<file path="src/rtl/qspi_mem_arbiter.sv">
// Round-robin arbiter sharing one quad-SPI bus between an instruction read port and a data read/write port.
// Flash on ce0, PSRAM on ce1; each nibble takes two clk cycles; requests are sampled only in IDLE.
module qspi_mem_arbiter #(
  parameter int         DUMMY_CYCLES = 6,
  parameter logic [7:0] CMD_READ     = 8'hEB,
  parameter logic [7:0] CMD_WRITE    = 8'h38
) (
  input  logic        clk,
  input  logic        rst,
  input  logic        i_valid,
  input  logic [24:0] i_addr,
  output logic        i_ready,
  output logic [31:0] i_rdata,
  input  logic        d_valid,
  input  logic        d_we,
  input  logic [24:0] d_addr,
  input  logic [31:0] d_wdata,
  output logic        d_ready,
  output logic [31:0] d_rdata,
  output logic        ce0,
  output logic        ce1,
  output logic        sclk,
  output logic [3:0]  sio_o,
  input  logic [3:0]  sio_i,
  output logic [3:0]  sio_oe
);

  typedef enum logic [2:0] {IDLE, CMD, ADDR, DUMMY, RDATA, WDATA, DONE} state_t;

  localparam logic [7:0] LP_DUMMY_LAST = 8'(DUMMY_CYCLES - 1);

  state_t      r_state;
  logic        r_phase;
  logic [7:0]  r_cnt;
  logic        r_sel_d;
  logic        r_we;
  logic [23:0] r_addr;
  logic [31:0] r_wdata;
  logic [31:0] r_shift;
  logic        r_last_d;
  logic        r_hold;
  logic        r_ce0, r_ce1, r_sclk;
  logic [3:0]  r_sio_o, r_sio_oe;
  logic        r_i_ready, r_d_ready;
  logic [31:0] r_i_rdata, r_d_rdata;

  logic        w_grant_d;
  logic [24:0] w_req_addr;
  logic        w_req_we;
  logic [2:0]  w_next_n;
  logic [4:0]  w_nib_idx;
  logic [3:0]  w_wr_nib;
  logic [3:0]  w_addr_nib;
  logic [31:0] w_rdata_full;

  assign ce0     = r_ce0;
  assign ce1     = r_ce1;
  assign sclk    = r_sclk;
  assign sio_o   = r_sio_o;
  assign sio_oe  = r_sio_oe;
  assign i_ready = r_i_ready;
  assign d_ready = r_d_ready;
  assign i_rdata = r_i_rdata;
  assign d_rdata = r_d_rdata;

  // Byte k sits at bits 8k+7:8k with its high nibble transferred first.
  always_comb begin
    w_grant_d    = d_valid && (!i_valid || !r_last_d);
    w_req_addr   = w_grant_d ? d_addr : i_addr;
    w_req_we     = w_grant_d && d_we;
    w_next_n     = r_cnt[2:0] + 3'd1;
    w_nib_idx    = {r_cnt[2:1], ~r_cnt[0], 2'b00};
    w_wr_nib     = r_wdata[{w_next_n[2:1], ~w_next_n[0], 2'b00} +: 4];
    w_rdata_full = {r_shift[31:28], sio_i, r_shift[23:0]};
    case (w_next_n)
      3'd1:    w_addr_nib = r_addr[19:16];
      3'd2:    w_addr_nib = r_addr[15:12];
      3'd3:    w_addr_nib = r_addr[11:8];
      3'd4:    w_addr_nib = r_addr[7:4];
      3'd5:    w_addr_nib = r_addr[3:0];
      default: w_addr_nib = r_addr[23:20];
    endcase
  end

  always_ff @(posedge clk) begin
    if (rst) begin
      r_state   <= IDLE;
      r_phase   <= 1'b0;
      r_cnt     <= '0;
      r_sel_d   <= 1'b0;
      r_we      <= 1'b0;
      r_addr    <= '0;
      r_wdata   <= '0;
      r_shift   <= '0;
      r_last_d  <= 1'b1;
      r_hold    <= 1'b0;
      r_ce0     <= 1'b1;
      r_ce1     <= 1'b1;
      r_sclk    <= 1'b0;
      r_sio_o   <= '0;
      r_sio_oe  <= '0;
      r_i_ready <= 1'b0;
      r_d_ready <= 1'b0;
      r_i_rdata <= '0;
      r_d_rdata <= '0;
    end else begin
      r_i_ready <= 1'b0;
      r_d_ready <= 1'b0;
      case (r_state)
        IDLE: begin
          r_hold <= 1'b0;
          if (!r_hold && (i_valid || d_valid)) begin
            r_sel_d  <= w_grant_d;
            r_last_d <= w_grant_d;
            r_we     <= w_req_we;
            r_addr   <= w_req_addr[23:0];
            r_wdata  <= d_wdata;
            r_phase  <= 1'b0;
            r_cnt    <= '0;
            // Flash is read-only: writes to it complete without touching the bus.
            if (w_req_we && !w_req_addr[24]) begin
              r_state   <= DONE;
              r_d_ready <= 1'b1;
            end else begin
              r_state  <= CMD;
              r_ce0    <= w_req_addr[24];
              r_ce1    <= !w_req_addr[24];
              r_sclk   <= 1'b0;
              r_sio_o  <= w_req_we ? CMD_WRITE[7:4] : CMD_READ[7:4];
              r_sio_oe <= 4'hF;
            end
          end
        end
        DONE: begin
          r_state <= IDLE;
          r_hold  <= 1'b1;
        end
        default: begin
          if (!r_phase) begin
            r_phase <= 1'b1;
            r_sclk  <= 1'b1;
          end else begin
            r_phase <= 1'b0;
            r_sclk  <= 1'b0;
            case (r_state)
              CMD: begin
                if (r_cnt == 8'd0) begin
                  r_cnt   <= 8'd1;
                  r_sio_o <= r_we ? CMD_WRITE[3:0] : CMD_READ[3:0];
                end else begin
                  r_cnt   <= '0;
                  r_state <= ADDR;
                  r_sio_o <= r_addr[23:20];
                end
              end
              ADDR: begin
                if (r_cnt == 8'd5) begin
                  r_cnt <= '0;
                  if (r_we) begin
                    r_state <= WDATA;
                    r_sio_o <= r_wdata[7:4];
                  end else begin
                    r_state  <= (DUMMY_CYCLES == 0) ? RDATA : DUMMY;
                    r_sio_o  <= '0;
                    r_sio_oe <= '0;
                  end
                end else begin
                  r_cnt   <= r_cnt + 8'd1;
                  r_sio_o <= w_addr_nib;
                end
              end
              DUMMY: begin
                if (r_cnt == LP_DUMMY_LAST) begin
                  r_cnt   <= '0;
                  r_state <= RDATA;
                end else begin
                  r_cnt <= r_cnt + 8'd1;
                end
              end
              RDATA: begin
                r_shift[w_nib_idx +: 4] <= sio_i;
                if (r_cnt == 8'd7) begin
                  r_state   <= DONE;
                  r_ce0     <= 1'b1;
                  r_ce1     <= 1'b1;
                  r_i_ready <= !r_sel_d;
                  r_d_ready <= r_sel_d;
                  if (r_sel_d) r_d_rdata <= w_rdata_full;
                  else         r_i_rdata <= w_rdata_full;
                end else begin
                  r_cnt <= r_cnt + 8'd1;
                end
              end
              WDATA: begin
                if (r_cnt == 8'd7) begin
                  r_state   <= DONE;
                  r_ce0     <= 1'b1;
                  r_ce1     <= 1'b1;
                  r_sio_o   <= '0;
                  r_sio_oe  <= '0;
                  r_d_ready <= 1'b1;
                end else begin
                  r_cnt   <= r_cnt + 8'd1;
                  r_sio_o <= w_wr_nib;
                end
              end
              default: r_state <= IDLE;
            endcase
          end
        end
      endcase
    end
  end

endmodule

</file>
<file path="config.mk">
export PLATFORM = sky130hd
export DESIGN_NAME = qspi_mem_arbiter
export DESIGN_NICKNAME = d
export VERILOG_FILES = /design/src/rtl/qspi_mem_arbiter.sv
export SDC_FILE = /design/constraint.sdc
export NUM_CORES = 1
export LEC_CHECK = 0
export ABC_AREA = 1
export CAP_MARGIN = 10
export CORE_MARGIN = 4
export CORE_UTILIZATION = 45
export CTS_CLUSTER_DIAMETER = 120
export CTS_CLUSTER_SIZE = 30
export DETAILED_ROUTE_END_ITERATION = 10
export PLACE_DENSITY = 0.72
export SLEW_MARGIN = 20
export SYNTH_ARGS = -nofsm -noshare
export SYNTH_HDL_FRONTEND = slang
export SYNTH_SLANG_ARGS = --single-unit
</file>
<file path="constraint.sdc">
create_clock -name clk -period 6.4 [get_ports clk]
set_input_delay 1.6 -clock clk [delete_from_list [all_inputs] [get_ports clk]]
set_output_delay 1.6 -clock clk [all_outputs]
set_load 0.05 [all_outputs]
</file>
==> impl_metrics.ini <==
[cts]
cts.sinks = 174
root_buffer = clkbuf_16
post_cts_buffers = 0
numCtsBuffers = 17
htreeDepth = 4
hold_buffers = 0
clk_pin_slew_worst_paths_ns = 0.07
clk_latency_ns = 0.43
max-clock-path-buffers = 2
ctsResizeCount = 0
cts_tree = yes

[drt]
wl_per_cell_um = 14.3
antenna_left = 0
vias = 7251
drc = 0
drt-total-wl_um = 20100
drtIter0Drc = 471
dr.pass1.iters = 5
viasPerCell = 5.15

[setup_path]
critPathKind = input port to flip-flop
worstPathArrival_ns = 3.97
required_ns = 6.74
critPathLaunchType = input port
r2r-end = r_shift[19]$_SDFFE_PP0P_
setup.reg_to_reg.worst_slack_ns = 3.01
worstSetupEndpointType = flip-flop
r2r_cells = 7
r2r_start = r_cnt[0]$_SDFFE_PP0P_
cp_max_fo = 55

[timing]
skew_ns = 0.0137
timing.final.crit_share_pct = 56.8
tns_ns = 0
grt_setup_unrepaired = no
fmax_ghz = 0.275
tightest_slew_ns = 1.05
relSlewSlack_pct = 29.7
setup_violations = 0
period_minus_slack_ns = 3.64
hold_violations = 0
hold_ws_ns = 0.442
slew_viol_final = 0

[synth]
mappedNetlistNets = 1142
yosysSeqAreaShare_pct = 44.8
postSynthAreaPerCell_um2 = 7.45
ys.warnings.count = 0
ys_ff_latch = 174
synth.cell_area_mm2 = 0.00778
ys_types = 42
synthCells = 1044

[die]
fp-row-count = 47
io_pins = 168
initial_core_util_pct = 46.4
dieArea_mm2 = 0.0195
die_h_um = 139
core_area_mm2 = 0.0168
die_w_um = 139

[layout]
syn_to_final_growth_pct = 28.8
drive_gt1_share_pct = 6.90
n_antenna_cell = 0
final_nets = 1273
fillerInstances = 1580

[place]
place_congestion = 0.836
hpwlAfterDp_um = 14100
port-buffer-count = 167

[pwr]
leakage_nw = 3.82
peakVddDrop_mv = 0.285
p_per_area_mw_per_mm2 = 376

[global_routing]
grt_usage_pct = 20.4
grt_max_degree = 124
overflow = 0
grt_pass1_vias = 6744
grt_pass1_wl_um = 32900
antenna_found_initial = 0

[run]
maxCapViolCount = 0

[hold_path]
min_path_cells = 2
holdPathEnd = d_rdata[16]$_SDFFE_PP0P_
holdCritStartpoint = d_rdata[16]$_SDFFE_PP0P_
hold_class = flip-flop to flip-flop

[run_status]
status = finished, final reports clean
==> state kept, by name, summed over array words and instances (netlist names), 3 cells and up <==
signal / flops
d_rdata: 32
i_rdata: 32
r_wdata: 32
r_shift: 28
r_addr: 24
r_cnt: 8
sio_o: 4
r_state: 3
==> power breakdown <==
| group | leakage, nW | internal, mW | switching (mW) |
|---|---|---|---|
| registers | 1.42 | 1.26 | 0.119 |
| logic | 2.11 | 0.447 | 0.903 |
| clock network | 0.292 | 0.562 | 0.472 |
| total | 3.82 | 2.27 | 1.49 |
==> placed cells by master, fill, tap and decap left out, drive strengths merged, types with 3 or more instances in the layout <==
cell,synthesis,final
nand3,58,58
nand2,139,139
buf,31,4
dfxtp,174,174
nor2,92,92
o21ai,157,157
a21oi,182,182
clkinv,0,8
ha,7,7
inv,140,145
a221oi,4,4
nor3,9,9
nand4,10,10
o211ai,5,5
clkbuf,28,18
nand3b,3,3
clkdlybuf4s50,0,167
==> cell families (layout without fill, tap and decap cells) <==
kind of cell / after synthesis / after routing / synth area share, %
compound gates: 349 / 349 / 23.2
simple gates: 314 / 314 / 19.6
buf+inv: 199 / 343 / 11.2
flops: 174 / 174 / 44.8
fa+ha+maj: 7 / 7 / 1.13
xor+xnor: 1 / 1 / 0.113
==> worst max path at each step <==
stage	to	from	depth (start not counted)	slack, ns
final	r_addr[20]$_SDFFE_PP0P_	i_valid	8	2.76
after detailed placement	r_addr[20]$_SDFFE_PP0P_	i_valid	8	2.35
after CTS	r_addr[20]$_SDFFE_PP0P_	i_valid	8	2.78
after global routing	r_addr[21]$_SDFFE_PP0P_	i_valid	8	2.57
after floorplan	r_addr[13]$_SDFFE_PP0P_	i_valid	7	3.78
after global placement	ce0$_SDFFE_PP1P_	d_valid	8	2.17
==> critical path, stage by stage <==
cell	delay [ns]
clkdlybuf4s50_1	0.48
o21bai_2	0.33
nor2_2	0.05
buf_4	0.24
inv_2	0.36
buf_4	0.53
a21oi_1	0.09
a221oi_1	0.25
==> per-stage QoR <==
step	total power [mW]	utilization (%)	area, um2	cells	setup WS (ns)
4_1_cts	3.77	59.8	10000	1408	2.78
3_5_place_dp	2.74	56.2	9430	1376	2.35
3_3_place_gp	2.73	56.2	9420	1376	2.17
5_1_grt	4.01	59.8	10000	1408	2.57
6_report	3.76	59.8	10000	1408	2.76
2_1_floorplan	2.42	-	7780	1044	3.78
==> final cells by class <==
| cell class | count | area [um2] | area share, % |
|---|---|---|---|
| Timing Repair Buffer | 171 | 1700 | 17.0 |
| Tap cell | 220 | 275 | 2.75 |
| Multi-Input combinational cell | 671 | 3440 | 34.3 |
| Inverter | 140 | 529 | 5.28 |
| Clock buffer | 18 | 439 | 4.38 |
| Clock inverter | 14 | 153 | 1.52 |
| Sequential cell | 174 | 3480 | 34.8 |
==> synthesized netlist by cell type, drive strengths merged <==
master / instances / area, um2
buf: 31 / 235
nand3: 58 / 345
a21oi: 182 / 918
dfxtp: 174 / 3480
ha: 7 / 87.6
nor4: 1 / 6.26
nor2: 92 / 429
or2: 1 / 6.26
nand4: 10 / 83.8
o21ai: 157 / 797
nand2: 139 / 563
clkbuf: 28 / 105
and3: 1 / 6.26
o21bai: 1 / 11.3
nor3: 9 / 50.1
xor2: 1 / 8.76
o211ai: 5 / 42.5
inv: 140 / 528
a221oi: 4 / 35.0
nand3b: 3 / 35.0
==> layer usage <==
layer / vias to the layer above / global-route usage, % / share of wire (%)
met5: - / 0 / 0
met4: 0 / 5.25 / 1.3
met3: 23 / 4.63 / 6.9
met2: 230 / 33.2 / 46
met1: 3283 / 27.4 / 46
li1: 3715 / - / -
Power figures use the tool's default switching activity.
